[config.mk]
export PLATFORM = sky130hd
export DESIGN_NAME = bp_chip_wormhole_link_arbiter_flat
export DESIGN_NICKNAME = d
export VERILOG_FILES = /design/src/rtl/bp_chip_wormhole_link_arbiter_if.sv /design/src/rtl/bp_chip_wormhole_link_arbiter.sv /design/src/flat_wrapper.sv
export SDC_FILE = /design/constraint.sdc
export NUM_CORES = 1
export LEC_CHECK = 0
export ABC_AREA = 0
export ABC_CLOCK_PERIOD_IN_PS = 1700
export CAP_MARGIN = 20
export CORE_UTILIZATION = 21
export DETAILED_ROUTE_END_ITERATION = 7
export PLACE_DENSITY = 0.89
export SYNTH_ARGS = -nofsm -noshare
export SYNTH_HDL_FRONTEND = slang
export SYNTH_SLANG_ARGS = --single-unit
[constraint.sdc]
create_clock -name clk_i -period 1.7 [get_ports clk_i]
set_input_delay 0.34 -clock clk_i [delete_from_list [all_inputs] [get_ports clk_i]]
set_output_delay 0.34 -clock clk_i [all_outputs]
set_load 0.005 [all_outputs]
[src/rtl/bp_chip_wormhole_link_arbiter_if.sv]
// Link bundle between wormhole flit sources and the shared downstream channel.
// The slave modport is the arbiter's view; the master modport drives sources and ready.
interface bp_chip_wormhole_link_arbiter_if #(
    parameter int num_in_p     = 2,
    parameter int flit_width_p = 64
);
    logic [num_in_p-1:0]              v_i;
    logic [num_in_p*flit_width_p-1:0] data_i;
    logic [num_in_p-1:0]              yumi_o;
    logic                             v_o;
    logic [flit_width_p-1:0]          data_o;
    logic                             ready_i;
    logic [num_in_p-1:0]              grant_o;
    logic                             busy_o;

    modport master (
        output v_i, data_i, ready_i,
        input  yumi_o, v_o, data_o, grant_o, busy_o
    );

    modport slave (
        input  v_i, data_i, ready_i,
        output yumi_o, v_o, data_o, grant_o, busy_o
    );
endinterface

[src/rtl/bp_chip_wormhole_link_arbiter.sv]
// Round-robin, packet-locked merge of num_in_p wormhole flit sources onto one link.
// Zero latency: flits pass straight through, nothing is stored.
// Backpressure: ready_i only gates yumi_o and state updates; v_o/data_o never see it.
module bp_chip_wormhole_link_arbiter #(
    parameter int num_in_p     = 2,
    parameter int flit_width_p = 64,
    parameter int len_width_p  = 4,
    parameter int len_offset_p = 0
) (
    input  logic                               clk_i,
    input  logic                               reset_i,
    bp_chip_wormhole_link_arbiter_if.slave     link
);
    localparam int sel_w_lp = $clog2(num_in_p);

    typedef enum logic {
        e_idle,
        e_locked
    } state_e;

    state_e                  r_state, w_state_nxt;
    logic [sel_w_lp-1:0]     r_last, w_last_nxt;
    logic [sel_w_lp-1:0]     r_owner, w_owner_nxt;
    logic [len_width_p-1:0]  r_cnt, w_cnt_nxt;

    logic [sel_w_lp-1:0]     w_rr_sel;
    logic [sel_w_lp-1:0]     w_sel;
    logic [num_in_p-1:0]     w_sel_oh;
    logic [flit_width_p-1:0] w_data;
    logic [len_width_p-1:0]  w_len;
    logic                    w_any_v;
    logic                    w_v_o;
    logic                    w_xfer;

    // Search starts one past the last packet's winner, so that source is served last.
    always_comb begin : rr_search
        logic                w_found;
        logic [sel_w_lp-1:0] w_idx;
        w_found  = 1'b0;
        w_rr_sel = '0;
        w_idx    = '0;
        for (int i = 1; i <= num_in_p; i++) begin
            w_idx = sel_w_lp'((int'(r_last) + i) % num_in_p);
            if (!w_found && link.v_i[w_idx]) begin
                w_found  = 1'b1;
                w_rr_sel = w_idx;
            end
        end
    end

    assign w_any_v  = |link.v_i;
    assign w_sel    = (r_state == e_locked) ? r_owner : w_rr_sel;
    assign w_sel_oh = num_in_p'(1) << w_sel;
    assign w_data   = link.data_i[w_sel*flit_width_p +: flit_width_p];
    assign w_len    = w_data[len_offset_p +: len_width_p];

    always_comb begin
        w_v_o        = 1'b0;
        link.grant_o = '0;
        link.busy_o  = 1'b0;
        if (!reset_i) begin
            if (r_state == e_locked) begin
                w_v_o        = link.v_i[r_owner];
                link.grant_o = w_sel_oh;
                link.busy_o  = 1'b1;
            end else begin
                w_v_o        = w_any_v;
                link.grant_o = w_any_v ? w_sel_oh : '0;
            end
        end
    end

    assign w_xfer      = w_v_o & link.ready_i;
    assign link.v_o    = w_v_o;
    assign link.data_o = w_data;
    assign link.yumi_o = w_xfer ? w_sel_oh : '0;

    always_comb begin
        w_state_nxt = r_state;
        w_last_nxt  = r_last;
        w_owner_nxt = r_owner;
        w_cnt_nxt   = r_cnt;
        if (w_xfer) begin
            case (r_state)
                e_idle: begin
                    if (w_len == '0) begin
                        w_last_nxt = w_sel;
                    end else begin
                        w_state_nxt = e_locked;
                        w_owner_nxt = w_sel;
                        w_cnt_nxt   = w_len;
                    end
                end
                e_locked: begin
                    w_cnt_nxt = r_cnt - len_width_p'(1);
                    if (r_cnt == len_width_p'(1)) begin
                        w_state_nxt = e_idle;
                        w_last_nxt  = r_owner;
                        w_cnt_nxt   = '0;
                    end
                end
                default: w_state_nxt = e_idle;
            endcase
        end
    end

    always_ff @(posedge clk_i) begin
        if (reset_i) begin
            r_state <= e_idle;
            r_last  <= sel_w_lp'(num_in_p - 1);
            r_owner <= '0;
            r_cnt   <= '0;
        end else begin
            r_state <= w_state_nxt;
            r_last  <= w_last_nxt;
            r_owner <= w_owner_nxt;
            r_cnt   <= w_cnt_nxt;
        end
    end

    a_yumi_onehot: assert property (@(posedge clk_i) disable iff (reset_i)
        $onehot0(link.yumi_o));
    a_yumi_has_valid: assert property (@(posedge clk_i) disable iff (reset_i)
        ((link.yumi_o & ~link.v_i) == '0));

endmodule

[src/flat_wrapper.sv]
// flat-port wrapper written by rule: the top's interface ports become plain ports
module bp_chip_wormhole_link_arbiter_flat 
#(
    parameter int num_in_p     = 2,
    parameter int flit_width_p = 64,
    parameter int len_width_p  = 4,
    parameter int len_offset_p = 0
)
  (clk_i, reset_i, link_v_i, link_data_i, link_ready_i, link_yumi_o, link_v_o, link_data_o, link_grant_o, link_busy_o);
  bp_chip_wormhole_link_arbiter_if #(.num_in_p(num_in_p), .flit_width_p(flit_width_p)) link_i ();
  input  logic clk_i;
  input  logic reset_i;
  input wire logic [$bits(link_i.v_i)-1:0] link_v_i;
  input wire logic [$bits(link_i.data_i)-1:0] link_data_i;
  input wire logic [$bits(link_i.ready_i)-1:0] link_ready_i;
  output wire logic [$bits(link_i.yumi_o)-1:0] link_yumi_o;
  output wire logic [$bits(link_i.v_o)-1:0] link_v_o;
  output wire logic [$bits(link_i.data_o)-1:0] link_data_o;
  output wire logic [$bits(link_i.grant_o)-1:0] link_grant_o;
  output wire logic [$bits(link_i.busy_o)-1:0] link_busy_o;
  assign link_i.v_i = link_v_i;
  assign link_i.data_i = link_data_i;
  assign link_i.ready_i = link_ready_i;
  assign link_yumi_o = link_i.yumi_o;
  assign link_v_o = link_i.v_o;
  assign link_data_o = link_i.data_o;
  assign link_grant_o = link_i.grant_o;
  assign link_busy_o = link_i.busy_o;
  bp_chip_wormhole_link_arbiter #(.num_in_p(num_in_p), .flit_width_p(flit_width_p), .len_width_p(len_width_p), .len_offset_p(len_offset_p)) u_core (.clk_i(clk_i), .reset_i(reset_i), .link(link_i));
endmodule
; ---- After elaboration in Yosys (flattened, before gate mapping)
; Index checks and enable logic that the tools add are counted.
[classes]
bitwise = 3
muxes = 27
multipliers = 0
n_lt_le_gt_ge = 3
shift = 2
add_sub_neg = 3
reduce_logical = 7
n_eq_ne = 4
div = 0
[ops]
columns = op, n
row1 = $shiftx 128x8->64, 1
row2 = $mux 1, 18
row3 = $mux 2, 4
row4 = $mux 4, 2
row5 = $pmux 4 s2, 1
row6 = $lt 1x2->1 const B, 3
row7 = $reduce_and 3->1, 2
row8 = $eq 4x1->1 const B, 1
row9 = $logic_not 4->1, 1
row10 = $ne 2x2->1 const B, 2
row11 = $pmux 1 s2, 2
row12 = $sub 4x1->4 const B, 1
row13 = $add 1x1->1 const B, 2
row14 = $ne 2x1->1 const B, 1
row15 = $not 1->1, 2
row16 = $reduce_and 2->1, 1
row17 = $reduce_or 2->1, 1
row18 = $shl 1x1->2 const A, 1
row19 = $and 1x1->1, 1
row20 = $logic_and 1x1->1, 1
row21 = $logic_not 1->1, 1
[totals]
rom_bits = 0
latchBits = 0
in_bits = 133
ram_bits = 0
memories = 0
regBits = 7

; ---- Depth between registers and ports, before layout
[logic_depth]
word_depth = 12
ltp_mapped = 6
ltp_nobuf = 5

; ---- Worst setup path after synthesis
; Ideal clock, no wire load.
[synth_timing]
path_kind = input port to output port
from = in link_v_i[1]
to = out link_data_o[0]
required_time_ns = 1.360
path_stages = 5
n_path_buf = 1
arrival_time_ns = 1.476
slack_ns = -0.116
path_cell_list = a21bo_2 -> nor2_1 -> a21oi_1 -> buf_2 -> mux2_2
[synth_via]
elab_chain_cells = 8
[synth_rtl]
columns = item, line
row1 = start: declaration, flat_wrapper.sv:13  ; input wire logic [$bits(link_i.v_i)-1:0] link_v_i;
row2 = $mux 1 (implied by the code) (2 in series), bp_chip_wormhole_link_arbiter.sv:44  ; if (!w_found && link.v_i[w_idx]) begin
row3 = $mux 1, bp_chip_wormhole_link_arbiter.sv:44
row4 = $logic_not 1->1, bp_chip_wormhole_link_arbiter.sv:44
row5 = $logic_and 1x1->1, bp_chip_wormhole_link_arbiter.sv:44
row6 = $mux 1 (*), bp_chip_wormhole_link_arbiter.sv:44
row7 = $mux 1 (*), bp_chip_wormhole_link_arbiter.sv:52  ; assign w_sel = (r_state == e_locked) ? r_owner : w_rr_sel;
row8 = $shiftx 128x8->64 (*), bp_chip_wormhole_link_arbiter.sv:54  ; assign w_data = link.data_i[w_sel*flit_width_p +: flit_width_p];
row9 = end: declaration, flat_wrapper.sv:18  ; output wire logic [$bits(link_i.data_o)-1:0] link_data_o;
; Mark *: on every way between the ends. The rest lies on a longest branch, timed or not. The select of a mux whose other input is x is not followed.

; ---- Worst setup path after layout
[layout_timing]
from = reg u_core.r_last
to = out link_data_o[16]
[layout_via]
elab_chain_cells = 9
[layout_rtl]
columns = item, line
row1 = start: declaration, bp_chip_wormhole_link_arbiter.sv:22  ; logic [sel_w_lp-1:0] r_last, w_last_nxt;
row2 = start signal: assignment, bp_chip_wormhole_link_arbiter.sv:110  ; r_last <= sel_w_lp'(num_in_p - 1);
row3 = start signal: assignment, bp_chip_wormhole_link_arbiter.sv:115  ; r_last <= w_last_nxt;
row4 = $add 1x1->1, bp_chip_wormhole_link_arbiter.sv:43  ; w_idx = sel_w_lp'((int'(r_last) + i) % num_in_p);
row5 = $mux 1 (implied by the code) (2 in series), bp_chip_wormhole_link_arbiter.sv:44
row6 = $mux 1, bp_chip_wormhole_link_arbiter.sv:44
row7 = $logic_not 1->1, bp_chip_wormhole_link_arbiter.sv:44
row8 = $logic_and 1x1->1, bp_chip_wormhole_link_arbiter.sv:44
row9 = $mux 1 (*), bp_chip_wormhole_link_arbiter.sv:44
row10 = $mux 1 (*), bp_chip_wormhole_link_arbiter.sv:52
row11 = $shiftx 128x8->64 (*), bp_chip_wormhole_link_arbiter.sv:54
; Marked as above.

==> results.txt <==
Slew @ Worst Pin: 0.345 ns
Layout Nets: 535
DIE AREA: 0.00672 mm^2
Via count: 2221
RSZ-0062 raised after global routing: true
Number of antenna diodes: 0
VDD IR max: 0.302 mV
Post-synth top area share: 0.554
Sw Pwr: 563 uW
Power Internal: 1.38 mW
Comb pwr share: 0.776
Max-slew violation count: 0
Global route overflow: 0
CTS tree: yes
Sw Ratio: 0.289
Vias in the first global route: 2109
Top_reg_cell synth: dfxtp_1
Worst EP required: 1.36 ns
CTS sink cnt: 7
Initial antenna violation count: 0
Outcome: complete, but fails checks
Total GRT Usage: 0.200
GR peak layer: met2
Starting Density: 0.223
Number of synthesized flops with an enable pin: 0
Routed wire length: 8500 um
Post-DR wirelength/cell: 17.9 um
IO Port Bufs: 202
Yosys top cell by area: mux2_2
CP Capture Type: output port
Failing checks: negative setup slack
Buf+Inv Stages, Crit Path: 5
Vias per cell: 4.69
FF+latch count, synth: 7
Final Cycle Share: 1.27
Crit-path max FO: 5
Slew HR: 0.768
GP Congestion: 0.816
Mapped cell area: 0.00134 mm^2
Clock latency on the worst-skew pair: 0.23 ns
DRC errors left: 0
Arr. time, crit path: 1.82 ns
Critical path class: register to output port
Synth top area cells: mux2_2, dfxtp_1, buf_2
Die Y: 82.0 um
Synth-to-layout area growth: 226%
Post-Synthesis Cells: 140
Seq/Total Area, Yosys: 0.104
Clock share of power: 0.123
Async set-reset flop share out of synthesis: 0
Maxcap violations: 0
DR iter-0 viols: 42
Tmin final: 2.16 ns
Register share of total power: 0.102
CTS Buffer Depth: 2
CP peak stage delay: 0.32 ns
Worst R2R Setup Slack: 0.14 ns
Global-route met2 utilization: 0.407
Hold Path Class: register to register
Static Leakage: 2.07 nW
Hold path startpoint: u_core.r_cnt[1]
Worst path top cell family by delay: buffers and inverters
GRT met3 Usage: 0.0344
First-pass GRT wire length: 10100 um
Setup TNS Final: -24.61 ns
Hold Vio Cnt, Final: 0
Hold path depth: 2
CP cell instances: a21bo_4 -> nor2_4 -> a21oi_4 -> buf_6 -> buf_12 -> buf_12 -> buf_6 -> mux2_4 -> buf_6
Count of cell types in the netlist: 34
Worst setup SP type: register
Met1 usage: 0.204
H-tree Lvls: 1
1st-pass router iterations: 4
Worst-path clk slew: 0.04 ns
Post-cts hold buffer count: 0
Most used cell, CP: buf_6
Std-Cell Rows: 28
R2r worst-path depth: 7
Setup ws final: -0.465 ns
Synth Net Count: 275
Fraction of layout cells with a size suffix above 1: 0.546
Hold Worst Slack: 0.512 ns
Largest net degree at the start of global routing: 11
Overall power: 1.95 mW
PD cells: 445 mW/mm^2
Root buf cell: clkbuf_8
FF-to-FF End: u_core.r_state
Antenna Violating Nets Remaining: 0
Synth Warn #: 0
Detailed Place HPWL: 5740 um
Source of the worst register-to-register timing path: u_core.r_state
Highest clock rate: 462 MHz
Slowest-stage cell, CP: dfxtp_2
IO Count: 203
Core Region: 0.00603 mm^2
Mapped Avg Cell Area: 9.59 um^2
Setup violators final: 69
DIE WIDTH: 82.0 um
Clk_skew: 0.00334 ns
CTS Buf Count: 3
Hold EP: u_core.r_cnt[1]
-- synth_stat cells (2+ instances only) --
library cell	instances
nor2_1	8
ha_1	2
a211oi_2	3
mux2i_1	3
inv_1	3
dfxtp_1	7
a31oi_1	3
nand2b_1	2
nor3_1	5
xor2_1	2
a211oi_1	2
and3_2	2
buf_2	8
mux2_2	66
and3_1	3
a21oi_1	2
clkbuf_1	2
-- final cells by class --
class	count	area, um^2
sequential	7	146
timing repair buffer	265	2700
clock buffer	4	45.0
inverter	3	11.3
tap	75	93.8
multi-input combinational	120	1380
fill	412	1650
-- sequential cells by signal (all words and copies together), names as in the netlist --
name	count
u_core.r_cnt	4
u_core.r_last	1
u_core.r_owner	1
u_core.r_state	1
-- worst min-delay path: stages (launching register included) --
cell and delay, ns:
dfxtp_1 0.32, nand2b_1 0.08, mux2i_1 0.06
-- power groups by stage --
stage               logic (mW)  registers [mW]  clock network [mW]
finish                    1.51           0.198               0.239
global route              1.59           0.200               0.254
CTS                       1.31           0.198               0.244
detailed placement        1.13           0.197                   0
global placement          1.11           0.196                   0
floorplan                0.398           0.191                   0
-- cell families (layout without fill, tap and decap cells) --
logic type	after synthesis	count (layout)	synth area share
mux	69	69	0.576
simple gates	28	28	0.129
compound gates	19	19	0.116
buf+inv	13	272	0.0438
flops	7	7	0.104
fa+ha+maj	2	2	0.0186
xor+xnor	2	2	0.0130
-- cells in the final DEF (no fill, tap or decap), types with 4 or more instances in the layout --
cell	netlist	routed
clkdlybuf4s50_1	0	123
buf_6	0	51
mux2_4	0	46
buf_4	0	26
mux2_2	66	20
clkbuf_2	0	18
buf_2	8	14
clkdlybuf4s15_1	0	10
nor2_1	8	6
buf_16	0	6
nor3_1	5	4
dlygate4sd2_1	0	4
buf_12	0	4
buf_8	0	4
dfxtp_1	7	4
-- what timing repair did --
item | CTS | global route
setup endpoints to repair | 77 | 76
pin swaps | 9 | 5
gates resized for setup | 296 | 94
gates cloned | 6 | 3
buffers inserted | 21 | 14
-- stage by stage --
step | worst slack (ns) | cells | cell area, um^2 | util
finish | -0.465 | 474 | 4380 | 0.726
CTS | -0.529 | 458 | 4050 | 0.673
global placement | -0.999 | 427 | 3600 | 0.597
floorplan | -0.0423 | 140 | 1350 | -
detailed placement | -1.00 | 427 | 3600 | 0.597
global route | -0.501 | 474 | 4380 | 0.726
-- metal layers --
metal	wire (um)	up-vias
li1	-	1050
met2	4650	127
met5	0	-
met3	779	10
met4	129	0
met1	2940	1034
-- worst max-delay path by stage --
stage | to | cells past startpoint | startpoint | slack (ns)
floorplan | link_data_o[27] | 5 | link_v_i[1] | -0.04
global placement | link_data_o[55] | 7 | link_v_i[0] | -1.0
detailed placement | link_data_o[55] | 7 | link_v_i[1] | -1.00
CTS | link_data_o[46] | 8 | u_core.r_last | -0.53
global route | link_data_o[16] | 9 | u_core.r_last | -0.50
finish | link_data_o[16] | 9 | u_core.r_last | -0.46
Power figures use the tool's default switching activity.
